### src/rtl/cmos_pkg.sv
// Shared types and constants for the CMOS camera capture block.
// Holds the frame FSM states, RGB565 field widths and geometry defaults.
package cmos_pkg;

  typedef enum logic [1:0] {
    ST_WAIT   = 2'd0,
    ST_VSYNC  = 2'd1,
    ST_SKIP   = 2'd2,
    ST_ACTIVE = 2'd3
  } cap_state_t;

  localparam int R_W   = 5;
  localparam int G_W   = 6;
  localparam int B_W   = 5;
  localparam int PIX_W = R_W + G_W + B_W;

  localparam int HOR_NUM_DEF = 512;
  localparam int VER_NUM_DEF = 8;

endpackage

### src/rtl/cmos_byte_pack.sv
// Packs the high/low byte stream of one line into RGB565 pixels and
// checks the line length (short, long or odd byte count) on href fall.
module cmos_byte_pack
  import cmos_pkg::*;
#(
  parameter int HOR_NUM = HOR_NUM_DEF
) (
  input  logic             i_clk,
  input  logic             i_rst_n,
  input  logic             i_en,
  input  logic             i_abort,
  input  logic             i_href,
  input  logic             i_href_fall,
  input  logic             i_first_line,
  input  logic [7:0]       i_data,
  output logic [PIX_W-1:0] o_pix_data,
  output logic             o_pix_valid,
  output logic             o_pix_sof,
  output logic             o_pix_eol,
  output logic             o_len_err
);

  localparam int CW = $clog2(HOR_NUM + 1);
  localparam logic [CW-1:0] HN = CW'(HOR_NUM);

  logic          r_phase;
  logic          r_long;
  logic [7:0]    r_hi;
  logic [CW-1:0] r_pix_cnt;

  always_ff @(posedge i_clk or negedge i_rst_n) begin
    if (!i_rst_n) begin
      r_phase     <= 1'b0;
      r_long      <= 1'b0;
      r_hi        <= '0;
      r_pix_cnt   <= '0;
      o_pix_data  <= '0;
      o_pix_valid <= 1'b0;
      o_pix_sof   <= 1'b0;
      o_pix_eol   <= 1'b0;
      o_len_err   <= 1'b0;
    end else begin
      o_pix_valid <= 1'b0;
      o_pix_sof   <= 1'b0;
      o_pix_eol   <= 1'b0;
      o_len_err   <= 1'b0;
      // A vsync rise abandons the line silently; no length verdict.
      if (i_abort) begin
        r_phase   <= 1'b0;
        r_long    <= 1'b0;
        r_pix_cnt <= '0;
      end else if (i_href_fall) begin
        o_len_err <= i_en && ((r_pix_cnt != HN) || r_long || r_phase);
        r_phase   <= 1'b0;
        r_long    <= 1'b0;
        r_pix_cnt <= '0;
      end else if (i_en && i_href) begin
        r_phase <= ~r_phase;
        if (!r_phase) begin
          r_hi <= i_data;
        end else if (r_pix_cnt < HN) begin
          o_pix_data  <= {r_hi, i_data};
          o_pix_valid <= 1'b1;
          o_pix_sof   <= i_first_line && (r_pix_cnt == '0);
          o_pix_eol   <= (r_pix_cnt == HN - CW'(1));
          r_pix_cnt   <= r_pix_cnt + CW'(1);
        end else begin
          r_long <= 1'b1;
        end
      end
    end
  end

endmodule

### src/rtl/cmos_capture.sv
// CMOS camera frame capture: syncs vsync/href/data, runs the frame FSM and
// feeds the byte packer. Optional counters under CMOS_CAPTURE_STAT_EN.
module cmos_capture
  import cmos_pkg::*;
#(
  parameter int HOR_NUM     = HOR_NUM_DEF,
  parameter int VER_NUM     = VER_NUM_DEF,
  parameter int SKIP_FRAMES = 2
) (
  input  logic        cmos_pclk,
  input  logic        rst_n,
  input  logic        cmos_vsyn,
  input  logic        cmos_href,
  input  logic [7:0]  cmos_data,
  input  logic        cap_en,
  output logic [15:0] pix_data,
  output logic        pix_valid,
  output logic        pix_sof,
  output logic        pix_eol,
  output logic        frame_done,
  output logic        len_err
`ifdef CMOS_CAPTURE_STAT_EN
  ,
  output logic [15:0] frame_cnt,
  output logic [15:0] err_cnt
`endif
);

  localparam int SW = $clog2(SKIP_FRAMES + 2);
  localparam int LW = $clog2(VER_NUM + 1);
  localparam logic [SW-1:0] SK = SW'(SKIP_FRAMES);
  localparam logic [LW-1:0] VN = LW'(VER_NUM);

  logic          r_vsyn, r_vsyn_d, r_href, r_href_d;
  logic [7:0]    r_data;
  logic [SW-1:0] r_skip_cnt;
  logic [LW-1:0] r_line_cnt;
  cap_state_t    r_state, w_nxt;
  logic          w_skip_inc, w_vs_rise, w_vs_fall, w_href_fall, w_en;

  always_ff @(posedge cmos_pclk or negedge rst_n) begin
    if (!rst_n) begin
      r_vsyn   <= 1'b0;
      r_vsyn_d <= 1'b0;
      r_href   <= 1'b0;
      r_href_d <= 1'b0;
      r_data   <= '0;
    end else begin
      r_vsyn   <= cmos_vsyn;
      r_vsyn_d <= r_vsyn;
      r_href   <= cmos_href;
      r_href_d <= r_href;
      r_data   <= cmos_data;
    end
  end

  assign w_vs_rise   = r_vsyn & ~r_vsyn_d;
  assign w_vs_fall   = ~r_vsyn & r_vsyn_d;
  assign w_href_fall = ~r_href & r_href_d;
  // Lines past VER_NUM and the vsync-rise cycle itself are not packed.
  assign w_en = (r_state == ST_ACTIVE) && (r_line_cnt < VN) && !w_vs_rise;

  always_ff @(posedge cmos_pclk or negedge rst_n) begin
    if (!rst_n) begin
      r_state    <= ST_WAIT;
      r_skip_cnt <= '0;
      r_line_cnt <= '0;
    end else begin
      r_state <= w_nxt;
      if (w_skip_inc) r_skip_cnt <= r_skip_cnt + SW'(1);
      if (w_vs_rise)
        r_line_cnt <= '0;
      else if (r_state == ST_ACTIVE && w_href_fall && r_line_cnt < VN)
        r_line_cnt <= r_line_cnt + LW'(1);
    end
  end

  always_comb begin
    w_nxt      = r_state;
    w_skip_inc = 1'b0;
    frame_done = 1'b0;
    case (r_state)
      ST_WAIT:   if (w_vs_rise) w_nxt = ST_VSYNC;
      ST_VSYNC:  if (w_vs_fall) w_nxt = (r_skip_cnt < SK || !cap_en) ? ST_SKIP : ST_ACTIVE;
      ST_SKIP:   if (w_vs_rise) begin
                   w_nxt      = ST_VSYNC;
                   w_skip_inc = (r_skip_cnt < SK);
                 end
      ST_ACTIVE: if (w_vs_rise) begin
                   w_nxt      = ST_VSYNC;
                   frame_done = 1'b1;
                 end
      default:   w_nxt = ST_WAIT;
    endcase
  end

  cmos_byte_pack #(.HOR_NUM(HOR_NUM)) u_pack (
    .i_clk        (cmos_pclk),
    .i_rst_n      (rst_n),
    .i_en         (w_en),
    .i_abort      (w_vs_rise),
    .i_href       (r_href),
    .i_href_fall  (w_href_fall),
    .i_first_line (r_line_cnt == '0),
    .i_data       (r_data),
    .o_pix_data   (pix_data),
    .o_pix_valid  (pix_valid),
    .o_pix_sof    (pix_sof),
    .o_pix_eol    (pix_eol),
    .o_len_err    (len_err)
  );

`ifdef CMOS_CAPTURE_STAT_EN
  always_ff @(posedge cmos_pclk or negedge rst_n) begin
    if (!rst_n) begin
      frame_cnt <= '0;
      err_cnt   <= '0;
    end else begin
      if (frame_done) frame_cnt <= frame_cnt + 16'd1;
      if (len_err && err_cnt != 16'hFFFF) err_cnt <= err_cnt + 16'd1;
    end
  end
`endif

endmodule
### config.mk
export PLATFORM = sky130hd
export DESIGN_NAME = cmos_capture
export DESIGN_NICKNAME = d
export VERILOG_FILES = /design/src/rtl/cmos_pkg.sv /design/src/rtl/cmos_byte_pack.sv /design/src/rtl/cmos_capture.sv
export SDC_FILE = /design/constraint.sdc
export NUM_CORES = 1
export LEC_CHECK = 0
export CAP_MARGIN = 40
export CORE_ASPECT_RATIO = 1.2
export CORE_UTILIZATION = 45
export CTS_BUF_LIST = sky130_fd_sc_hd__clkbuf_8
export DETAILED_ROUTE_END_ITERATION = 8
export DONT_BUFFER_PORTS = 1
export PLACE_DENSITY = 0.58
export SLEW_MARGIN = 5
export SYNTH_ARGS = -nofsm -noshare
export SYNTH_HDL_FRONTEND = slang
export SYNTH_SLANG_ARGS = --single-unit
### constraint.sdc
create_clock -name cmos_pclk -period 3.85 [get_ports cmos_pclk]
set_clock_uncertainty 0.05 [all_clocks]
set_input_delay 0.77 -clock cmos_pclk [delete_from_list [all_inputs] [get_ports cmos_pclk]]
set_output_delay 0.77 -clock cmos_pclk [all_outputs]
set_load 0.02 [all_outputs]
Word level (Yosys, flattened, before mapping)
Index checks and enable logic that the tools add are counted.
{"block": "word_totals", "ff_bits": 60, "in_bits": 13, "output_inout_bits": 21, "elab_cells": 105}
{"block": "op_classes", "n_addsub": 3, "n_lt_le_gt_ge": 3, "n_eq_ne": 8, "n_mux": 40, "bitwise_logic": 9, "reduce_logical": 25}
{"cell": "10-bit 2-to-1 mux", "count": 5}
{"cell": "1-bit 2-to-1 mux", "count": 30}
{"cell": "10-bit by 1-bit adder with 10-bit output (second input constant)", "count": 1}
{"cell": "10-bit by 9-bit == test with 1-bit output (second input constant)", "count": 1}
{"cell": "10-bit logical NOT", "count": 1}
{"cell": "10-bit < comparator (second input constant)", "count": 1}
{"cell": "10-bit != test (second input constant)", "count": 1}
{"cell": "3-bit nonzero test", "count": 3}
{"cell": "4-bit 2-to-1 mux", "count": 2}
{"cell": "1-bit logical AND", "count": 7}
{"cell": "1-bit inverter", "count": 6}
{"cell": "3-bit AND reduction", "count": 2}
{"cell": "5-bit AND reduction", "count": 1}
{"cell": "4-bit by 1-bit adder with 4-bit output (second input constant)", "count": 1}
{"cell": "2-bit == test (second input constant)", "count": 2}
{"cell": "4-bit logical NOT", "count": 1}
{"cell": "4-bit < comparator (second input constant)", "count": 1}
{"cell": "2-bit 2-to-1 mux", "count": 2}
{"cell": "2-bit case mux with 2 select lines", "count": 1}
{"cell": "4-bit AND reduction", "count": 1}
{"cell": "1-bit bitwise AND", "count": 3}
{"cell": "1-bit logical OR", "count": 3}
{"cell": "3-bit != test (second input constant)", "count": 1}
{"cell": "3-bit OR reduction", "count": 1}
{"cell": "9 further kinds", "count": 10}

Depth between registers and ports, before layout
Gate-level depths: netlist (run 1).
{"block": "logic_depth", "depth_word": 8, "depth_mapped": 8, "mapped_depth_nobuf": 5}

By module
From an unflattened synthesis (run 1), not the netlist that was laid out.
{"block": "unflattened", "cells_unflattened": 189, "area_unflattened_um2": 2461.1}
{"module": "cmos_byte_pack", "instances": 1, "cells_each": 130, "area_each_um2": 1717.9, "seq_area_each_um2": 1001.0}
{"module": "cmos_capture", "instances": 1, "cells_each": 59, "area_each_um2": 743.2, "seq_area_each_um2": 500.5}

Least setup slack after synthesis (run 1)
Ideal clock, no wire load.
{"block": "synth_timing", "path_kind": "flip-flop to output port", "from": "register r_vsyn_d", "to": "output port frame_done", "t_arrival_ns": 1.099, "required_time_ns": 3.030, "path_slack_ns": 1.931, "stages_incl_launch_ff": 3, "path_buffers": 0, "path_cell_list": "dfrtp_1 > nand2b_1 > nor3_1"}
{"block": "synth_between", "elab_chain_len": 4}
{"item": "from (decl)", "line_no": "cmos_capture.sv:34", "source": "logic r_vsyn, r_vsyn_d, r_href, r_href_d;"}
{"item": "from (signal assigned)", "line_no": "cmos_capture.sv:50", "source": "r_vsyn_d <= r_vsyn;"}
{"item": "1-bit inverter", "line_no": "cmos_capture.sv:57", "source": "assign w_vs_rise = r_vsyn & ~r_vsyn_d;"}
{"item": "1-bit bitwise AND", "line_no": "cmos_capture.sv:57"}
{"item": "1-bit 2-to-1 mux", "line_no": "cmos_capture.sv:89", "source": "ST_ACTIVE: if (w_vs_rise) begin"}
{"item": "1-bit 2-to-1 mux", "line_no": "cmos_capture.sv:82", "source": "case (r_state)"}
{"item": "to (decl)", "line_no": "cmos_capture.sv:20", "source": "output logic frame_done,"}
No other way between the ends.

Worst setup path in the final report (run 1)
Same ends and word-level chain as after synthesis.

==> flow_summary.ini, run 1 <==
[cts]
cts_sinks = 60
cts-buffers-inserted = 9
cts.path.max_buffers = 2
ctsHoldBuffers = 0
cts-root-buf = clkbuf_8
cts_tree = built
cts_setup_buffers = 0
ctsResizeCount = 0
clock_latency_ns = 0.33
clkTransAtPathRegs_ns = 0.07
htreeDepth = 3

[routing]
wire_per_inst_um = 14.9
viasPerCell = 5.41
postRouteAntennaNets = 0
wl_met2_um = 2000
wl_um = 4250
top_layer_used = met4
first_iter_violations = 67
vias = 1548
m1WireLength_um = 1900
met3_length_um = 283
drt_first_pass_iters = 5
drc = 0

[timing]
rsz0062_at_grt = false
worst_slew_pin_slew_ns = 0.695
period_share = 0.623
setup_viol = 0
clock.fmax_ghz = 0.417
finalSetupTns_ns = 0
finalCriticalPeriod_ns = 2.40
finalHoldViolations = 0
maxSlewHeadroom = 0.534
report.final.slew_viol_count = 0
fin_ws_ns = 1.45

[floorplan]
core_area_mm2 = 0.00504
die_area_mm2 = 0.00567
fp.dieH_um = 82.3
io_pins = 34
start_util = 0.479
row_count = 28
die_w_um = 68.9

[global_routing]
grt_max_degree = 61
grt_first_pass_wirelength_um = 7160
grt_usage = 0.179
grt_pass1_vias = 1567
gr-total-overflow = 0
antenna_found_initial = 0

[final_layout]
layout.cells.most_common = dfrtp_1
n_fill_cell = 469
fin_cells = 286
area_growth_pct = 9.00
final_cell_mix = 60 x dfrtp_1, 57 x nand2_1, 11 x o21ai_0, 10 x inv_1
diodes = 0
drive_above_1_share = 0.133
stdcell_area_mm2 = 0.00264
final_nets = 238

[synth]
yosysWarningCount = 0
yosys.area.top_type = dfrtp_1
synthCells = 217
synth_seq_area_share = 0.621
synthTopCellsByArea = dfrtp_1 62%, nand2_1 8.8%, mux2_2 3.7%
syn-cell-area_mm2 = 0.00242
post_synth.cell_area_avg_um2 = 11.1
yosysUniqueCellTypes = 41
syn-num-nets = 234
ys_seq_elements = 60
yosysTopAreaCellShare = 0.621

[placement]
post-place-ws_ns = 1.70
place_area_mm2 = 0.00244
dpl.hpwl_um = 2820
port_buffers = 0
gp_congestion = 0.753
dp_cells = 270

[worst_setup_path]
slowest_stage = nor3_1
r2r_slack_ns = 1.69
reg2regPathDepth = 5
r2r-end = u_pack.r_pix_cnt[2]$_DFFE_PN0P_
cp-end-kind = output port
setup.worst_path.class = reg2out
r2r_start = r_vsyn$_DFF_PN0_
cp_data_arrival_time_ns = 1.58
worstPathRequired_ns = 3.03
crit_path_max_fanout = 7
crit_chain = nand2b_1 > nor3_1
max_stage_delay_ns = 0.55
startpoint_type = register

[outcome]
status = completed

[pwr]
total_power_mw = 1.64
p_leak_nw = 1.23
peakVddDrop_uv = 392
pwr_density_cell_mw_per_mm2 = 624

[min_path]
min-delay-path-class = in2async

[job]
cap_viol_max_count = 0
## cells by family after synthesis
| kind of cell | after synthesis | share of synthesized area |
|---|---|---|
| DFF | 60 | 0.621 |
| buffers and inverters | 16 | 0.0352 |
| and+or+nand+nor | 98 | 0.204 |
| AOI/OAI and AO/OA | 26 | 0.0641 |
| xor gates and xnor gates | 5 | 0.0181 |
| adders and majority gates | 4 | 0.0207 |
| muxes | 8 | 0.0372 |
## flip-flops by register name, summed over array words and instances (netlist names), 2 cells and up
register           count
u_pack.r_pix_cnt      10
r_state                2
u_pack.o_pix_data     16
u_pack.r_hi            8
r_data                 8
r_line_cnt             4
r_skip_cnt             2
## power breakdown
group	total (mW)	switching, mW	internal, mW	leakage, nW
Sequential	0.935	0.173	0.762	0.772
Combinational	0.160	0.0770	0.0826	0.361
Clock	0.550	0.254	0.296	0.0980
## Yosys cell counts
cell / number
dfrtp_1: 60
nand2_1: 57
o21ai_0: 11
nor2_1: 9
inv_1: 8
mux2_2: 8
a21oi_1: 7
or3_1: 5
ha_1: 4
buf_6: 3
nand3_1: 3
nand4_1: 3
nor3_1: 3
xor2_1: 3
buf_2: 2
clkbuf_1: 2
nand2b_1: 2
nor4_1: 2
o21a_1: 2
xnor2_1: 2
a211oi_1: 1
a21boi_0: 1
a41o_1: 1
a41oi_1: 1
and2_1: 1
and3_1: 1
and4_1: 1
inv_2: 1
nand3_2: 1
nand3b_4: 1
nand4b_1: 1
nor2b_4: 1
nor3_2: 1
nor3b_1: 1
nor4b_1: 1
nor4b_2: 1
o2bb2ai_1: 1
o31ai_1: 1
or2_2: 1
or4_1: 1
or4_4: 1
## how the worst max path moves through the flow
stage                        from                         endpoint  slack [ns]  cells after the start
3_5_place_dp     r_vsyn$_DFF_PN0_  u_pack.r_pix_cnt[2]$_DFFE_PN0P_        1.70                      5
2_1_floorplan  r_vsyn_d$_DFF_PN0_                       frame_done        1.93                      2
3_3_place_gp     r_vsyn$_DFF_PN0_  u_pack.r_pix_cnt[2]$_DFFE_PN0P_        1.75                      5
4_1_cts        r_vsyn_d$_DFF_PN0_                       frame_done        1.45                      2
6_report       r_vsyn_d$_DFF_PN0_                       frame_done        1.45                      2
5_1_grt        r_vsyn_d$_DFF_PN0_                       frame_done        1.39                      2
## worst max-delay path, delay by kind of cell, from the launching register on
kind | cells | cell delay, ns
flip-flops | 1 | 0.43
AND/OR/NAND/NOR | 2 | 0.81
## per-stage QoR
stage | hold WS, ns | utilization
after floorplan | 0.356 | -
after detailed placement | 0.382 | 0.484
after global routing | 0.0595 | 0.523
after CTS | 0.0679 | 0.523
final | 0.0751 | 0.523
after global placement | 0.377 | 0.484
## routing by layer
| layer | up-vias | track usage |
|---|---|---|
| met3 | 9 | 0.0604 |
| met2 | 38 | 0.258 |
| met1 | 760 | 0.224 |
| met4 | 0 | 0.120 |
| met5 | - | 0 |
| li1 | 741 | - |
## area by class of cell
class / instances / area (um2) / area share
clock buffers: 9 / 124 / 0.0470
clock inverters: 7 / 70.1 / 0.0266
inverters: 9 / 33.8 / 0.0128
multi-input cells: 141 / 832 / 0.316
flip-flops and latches: 60 / 1500 / 0.570
well taps: 60 / 75.1 / 0.0285
(Power assumes the default switching activity.)
==> run 2: changes to the inputs <==
- ABC_AREA: not set -> 1
- PLACE_DENSITY: 0.58 -> 0.6
- clock period: 3.85 -> 2.19 ns (I/O delays scaled with it)
==> run 2 against run 1 <==
  * Global-route usage about the same
  * Hold slack worse by 0.0031 ns
  * Die area up 3.5%
  * Count of clock-buffer cells in the layout up 1
  * Clock power up 76%
  * Non-clock buffer count up 4
  * Cell count up 21%
  * Synthesized cell count up 25%
  * Sequential power up 71%
  * Highest routed layer unchanged
==> flow_summary.ini, run 2 <==
[outcome]
status = completed

[final_layout]
top_register = u_pack.o_pix_data
drive_above_1_share = 0.0986
area_growth_pct = 10.5
seq_area_mm2 = 0.00150
fin_cells = 346
layout.cells.most_common = nand2_1
final_cell_mix = 76 x nand2_1, 60 x dfrtp_1, 36 x inv_1, 24 x nor2_1, 23 x o21ai_0
diodes = 0
final_nets = 297
largest_reg_flops = 16
n_fill_cell = 484
stdcell_area_mm2 = 0.00277
multi_input_area_um2 = 805
reg_top3 = u_pack.o_pix_data (16), u_pack.r_pix_cnt (10)

[floorplan]
fp.dieH_um = 83.7
die_area_mm2 = 0.00587
row_count = 29
core_area_mm2 = 0.00533
start_util = 0.470
die_w_um = 70.1
io_pins = 34

[worst_setup_path]
r2r_start = r_state[1]$_DFFE_PN0P_
startpoint_type = register
r2r_slack_ns = 0.64
reg2regPathDepth = 7
cp-end-kind = output port
cp_data_arrival_time_ns = 1.28
crit_path_max_fanout = 8
worstPathRequired_ns = 1.70
setup.worst_path.class = reg2out
max_stage_delay_ns = 0.37
slowest_stage = dfrtp_1
crit_chain = inv_1 > nand2_2 > nor2_1
r2r-end = u_pack.r_pix_cnt[0]$_DFFE_PN0P_

[synth]
synth_edf_count = 0
ys.flop_type = dfrtp_1
synth_top_family_by_area = simple AND/OR/NAND/NOR gates
yosysMostFrequentCell = nand2_1
synthTopCellsByCount = 76 x nand2_1, 60 x dfrtp_1, 36 x inv_1, 24 x nor2_1, 23 x o21ai_0
synthCells = 271
muxShareOfSynthArea = 0
synth_seq_area_share = 0.599
yosysUniqueCellTypes = 23
yosysWarningCount = 0
syn-cell-area_mm2 = 0.00250
syn-num-nets = 288
synth_xor_area_frac = 0.00350
post_synth.cell_area_avg_um2 = 9.24
ys_seq_elements = 60
synthTopCellsByArea = dfrtp_1 60%, nand2_1 11%, inv_1 5.4%
yosysTopAreaCellShare = 0.599
synthAdderAreaFrac = 0.0200
synth-simple-area-share = 0.218
synth_compound_area_frac = 0.0799
synthArstFlopShare = 1.00
yosys.area.top_type = dfrtp_1

[routing]
wire_per_inst_um = 13.1
wl_um = 4540
drt_first_pass_iters = 4
first_iter_violations = 97
drc = 0
postRouteAntennaNets = 0
viasPerCell = 4.99
vias = 1728

[placement]
port_buffers = 0
place_area_mm2 = 0.00254
gp_congestion = 0.801
dpl.hpwl_um = 3110
dp_cells = 329

[cts]
ctsResizeCount = 0
clock_latency_ns = 0.34
cts_setup_buffers = 0
cts-root-buf = clkbuf_8
cts_tree = built
htreeDepth = 3
ctsHoldBuffers = 2
cts_sinks = 60
cts.path.max_buffers = 2
clkTransAtPathRegs_ns = 0.07
cts-buffers-inserted = 9

[timing]
clock.fmax_ghz = 0.565
finalCriticalPeriod_ns = 1.77
setup_viol = 0
finalHoldViolations = 0
rsz0062_at_grt = false
finalSetupTns_ns = 0
report.final.slew_viol_count = 0
maxSlewHeadroom = 0.726
period_share = 0.808
worst_slew_pin_slew_ns = 0.410

[global_routing]
antenna_found_initial = 0
grt_max_degree = 61
grt_usage = 0.178
grt_first_pass_wirelength_um = 7930
grt_pass1_vias = 1824
gr-total-overflow = 0

[min_path]
hold_end = r_href$_DFF_PN0_
min-delay-path-class = in2reg
worstHoldPathCells = 0
hp-start = cmos_href

[pwr]
p_leak_nw = 1.38
peakVddDrop_uv = 623
pwr_density_cell_mw_per_mm2 = 1070

[job]
cap_viol_max_count = 0
## run 2: critical path, delay by kind of cell, from the launching register on
kind / cells / cell delay [ns]
simple gates: 2 / 0.47
flops: 1 / 0.37
buf+inv: 1 / 0.10
## run 2: worst max-delay path by stage
| stage | from | slack [ns] | cells after the start | to |
|---|---|---|---|---|
| 2_1_floorplan | u_pack.r_pix_cnt[0]$_DFFE_PN0P_ | 0.89 | 7 | u_pack.r_pix_cnt[8]$_DFFE_PN0P_ |
| 5_1_grt | r_vsyn_d$_DFF_PN0_ | 0.36 | 3 | frame_done |
| 3_3_place_gp | r_state[1]$_DFFE_PN0P_ | 0.66 | 7 | u_pack.r_pix_cnt[0]$_DFFE_PN0P_ |
| 3_5_place_dp | r_state[1]$_DFFE_PN0P_ | 0.64 | 7 | u_pack.r_pix_cnt[0]$_DFFE_PN0P_ |
| 6_report | r_vsyn_d$_DFF_PN0_ | 0.42 | 3 | frame_done |
| 4_1_cts | r_vsyn_d$_DFF_PN0_ | 0.40 | 3 | frame_done |
## run 2: cell families after synthesis
| logic type | Yosys count |
|---|---|
| xor+xnor | 1 |
| buf+inv | 44 |
| flops | 60 |
| simple gates | 124 |
| compound gates | 38 |
| fa+ha+maj | 4 |
## run 2: final cells by class
class	instances	area share
Tap cell	62	0.0280
Clock inverter	5	0.0190
Sequential cell	60	0.542
Multi-Input combinational cell	167	0.291
Timing Repair Buffer	4	0.0190
Clock buffer	10	0.0497
Inverter	38	0.0515
## run 2: power breakdown
| group | switching (mW) | internal (mW) | total, mW |
|---|---|---|---|
| clock | 0.423 | 0.543 | 0.966 |
| combinational | 0.254 | 0.149 | 0.402 |
| sequential | 0.265 | 1.33 | 1.60 |
## run 2: metrics by stage
stage                      util  worst slack, ns  power [mW]  hold WS, ns
after floorplan               -            0.887        1.90       0.0924
final                     0.519            0.419        2.97       0.0719
after global placement    0.476            0.656        1.99       0.0941
after CTS                 0.519            0.401        3.00       0.0669
after global routing      0.519            0.357        3.14       0.0598
after detailed placement  0.476            0.638        2.00       0.0940
## run 2: routing by layer
| layer | vias to the layer above | GRT usage | wire length, um |
|---|---|---|---|
| li1 | 865 | - | - |
| met1 | 816 | 0.202 | 2000 |
| met2 | 36 | 0.298 | 2200 |
| met3 | 11 | 0.0471 | 227 |
| met4 | 0 | 0.109 | 115 |
| met5 | - | 0 | 0 |
==> run 3: changes to the inputs <==
- PLACE_DENSITY: 0.6 -> 0.58
- clock period: 2.19 -> 1.7 ns (I/O delays scaled with it)
==> run 3 against run 2 <==
  * Sequential share of layout area shrank 2.2 points
  * Routed wire length rose by 2.5%
  * Critical path depth did not move
  * Count of clock-buffer cells in the layout stayed put
  * Hold slack got worse by 0.42 ns
  * Sequential power increased by 28%
  * The flow now finishes with violations (hold timing)
  * Sequential cell count unchanged
  * Power grew 34%
  * Largest power group unchanged
  * Combinational power rose by 31%
  * Worst setup slack got worse by 0.28 ns
  * Cell count rose by 3.5%
==> flow_summary.ini, run 3 (synthesized netlist as in run 2, its figures left out) <==
[worst_setup_path]
setup.worst_path.class = reg2out
crit_path_max_fanout = 8
r2r-end = u_pack.r_hi[5]$_DFFE_PN0P_
cp_data_arrival_time_ns = 1.17
cp-end-kind = output port
reg2regPathDepth = 6
startpoint_type = register
worstPathRequired_ns = 1.31
r2r_start = r_vsyn$_DFF_PN0_
r2r_slack_ns = 0.22

[routing]
postRouteAntennaNets = 0
wl_um = 4650
drc = 0
vias = 1714
drt_first_pass_iters = 4
viasPerCell = 4.79
first_iter_violations = 79
wire_per_inst_um = 13.0

[final_layout]
largest_reg_flops = 16
diodes = 0
final_cell_mix = 76 x nand2_1, 60 x dfrtp_1, 38 x inv_1, 23 x nor2_1, 23 x o21ai_0
layout.cells.most_common = nand2_1
top_register = u_pack.o_pix_data
multi_input_area_um2 = 807
reg_top3 = u_pack.o_pix_data (16), u_pack.r_pix_cnt (10)
seq_area_mm2 = 0.00150
n_fill_cell = 489
drive_above_1_share = 0.101
final_nets = 308
area_growth_pct = 15.1

[timing]
finalSetupTns_ns = 0
finalHoldViolations = 60
finalCriticalPeriod_ns = 1.56
report.final.slew_viol_count = 0
worst_slew_pin_slew_ns = 0.333
setup_viol = 0
holdWs_ns = -0.352
clock.fmax_ghz = 0.641
maxSlewHeadroom = 0.777
period_share = 0.918
rsz0062_at_grt = false

[pwr]
p_sw_frac = 0.299
seqPwrFrac = 0.517
pwr-share-comb = 0.132
peakVddDrop_uv = 733
internal_power_mw = 2.78
p_leak_nw = 1.44
p_sw_mw = 1.19
power_frac_clock = 0.351
pwr_density_cell_mw_per_mm2 = 1380

[floorplan]
start_util = 0.470
fp.dieH_um = 83.7
row_count = 29
die_w_um = 70.1
io_pins = 34
die_area_mm2 = 0.00587
core_area_mm2 = 0.00533

[placement]
port_buffers = 0
gp_congestion = 0.848
dpl.hpwl_um = 3130

[global_routing]
grt_max_degree = 61
gr-total-overflow = 0
grt_first_pass_wirelength_um = 8420
grt_busiest_layer = met2
grt_use_met2 = 0.302
grt_use_met3 = 0.0471
grt_usage = 0.186
antenna_found_initial = 0
grt_pass1_vias = 1788
met1_usage = 0.233

[outcome]
status = finished with violations
violations = hold timing

[cts]
cts.path.max_buffers = 2
cts-buffers-inserted = 9
clkTransAtPathRegs_ns = 0.07
htreeDepth = 3
clock_latency_ns = 0.33
cts_sinks = 60
cts_tree = built
cts-root-buf = clkbuf_8
ctsHoldBuffers = 10
cts_setup_buffers = 0

[job]
cap_viol_max_count = 0

[min_path]
min-delay-path-class = in2async
-- run 3: changes by cell type in the layout (fill, tap and decap cells not counted) --
cell	previous run	this run
nor2_2	1	2
dlygate4sd3_1	1	10
nor2_1	24	23
buf_16	1	0
buf_4	2	5
inv_1	36	38
clkinv_2	3	1
bufinv_16	1	2
-- run 3: layout make-up --
class                      instances  share of cell area
multi-input combinational        167               0.280
sequential                        60               0.521
tap                               62              0.0269
clock buffer                      10              0.0477
timing repair buffer              15              0.0477
clock inverter                     6              0.0278
inverter                          38              0.0495
-- run 3: repair_timing --
item | 4_1_cts | 5_1_grt
hold endpoints to repair | 70 | 60
endpoints found under the setup margin | 0 | 1
gates resized for setup | 0 | 1
-- run 3: power by group through the flow --
stage | Combinational [mW] | Clock (mW) | Sequential [mW]
final | 0.526 | 1.39 | 2.05
after global routing | 0.640 | 1.49 | 2.09
after CTS | 0.535 | 1.42 | 2.06
after detailed placement | 0.513 | 0 | 2.08
after global placement | 0.500 | 0 | 2.07
after floorplan | 0.413 | 0 | 2.04
-- run 3: stage by stage --
step	setup WS, ns	area, um2	instances	power (mW)	utilization
after floorplan	0.397	2500	271	2.45	-
after global placement	0.244	2560	332	2.57	0.481
after detailed placement	0.235	2560	332	2.59	0.481
after CTS	0.0106	2880	358	4.01	0.540
after global routing	0.0284	2880	358	4.22	0.541
final	0.139	2880	358	3.97	0.541
-- run 3: per-layer routing --
layer	routed length [um]	part of all wire
met3	167	0.036
met1	2110	0.45
met4	77	0.017
met2	2300	0.49
met5	0	0
-- run 3: critical path, stage by stage (launching register included) --
cell	delay, ns
dfrtp_1	0.37
inv_1	0.10
nand2_2	0.13
nor2_2	0.25
-- run 3: worst max path at each step --
stage	to	cells after the start	start
after CTS	frame_done	3	r_vsyn_d$_DFF_PN0_
final	frame_done	3	r_vsyn_d$_DFF_PN0_
after global placement	u_pack.r_hi[2]$_DFFE_PN0P_	6	r_vsyn$_DFF_PN0_
after detailed placement	u_pack.r_hi[5]$_DFFE_PN0P_	6	r_vsyn$_DFF_PN0_
after floorplan	u_pack.r_pix_cnt[8]$_DFFE_PN0P_	7	u_pack.r_pix_cnt[0]$_DFFE_PN0P_
after global routing	u_pack.r_pix_cnt[8]$_DFFE_PN0P_	6	r_state[1]$_DFFE_PN0P_
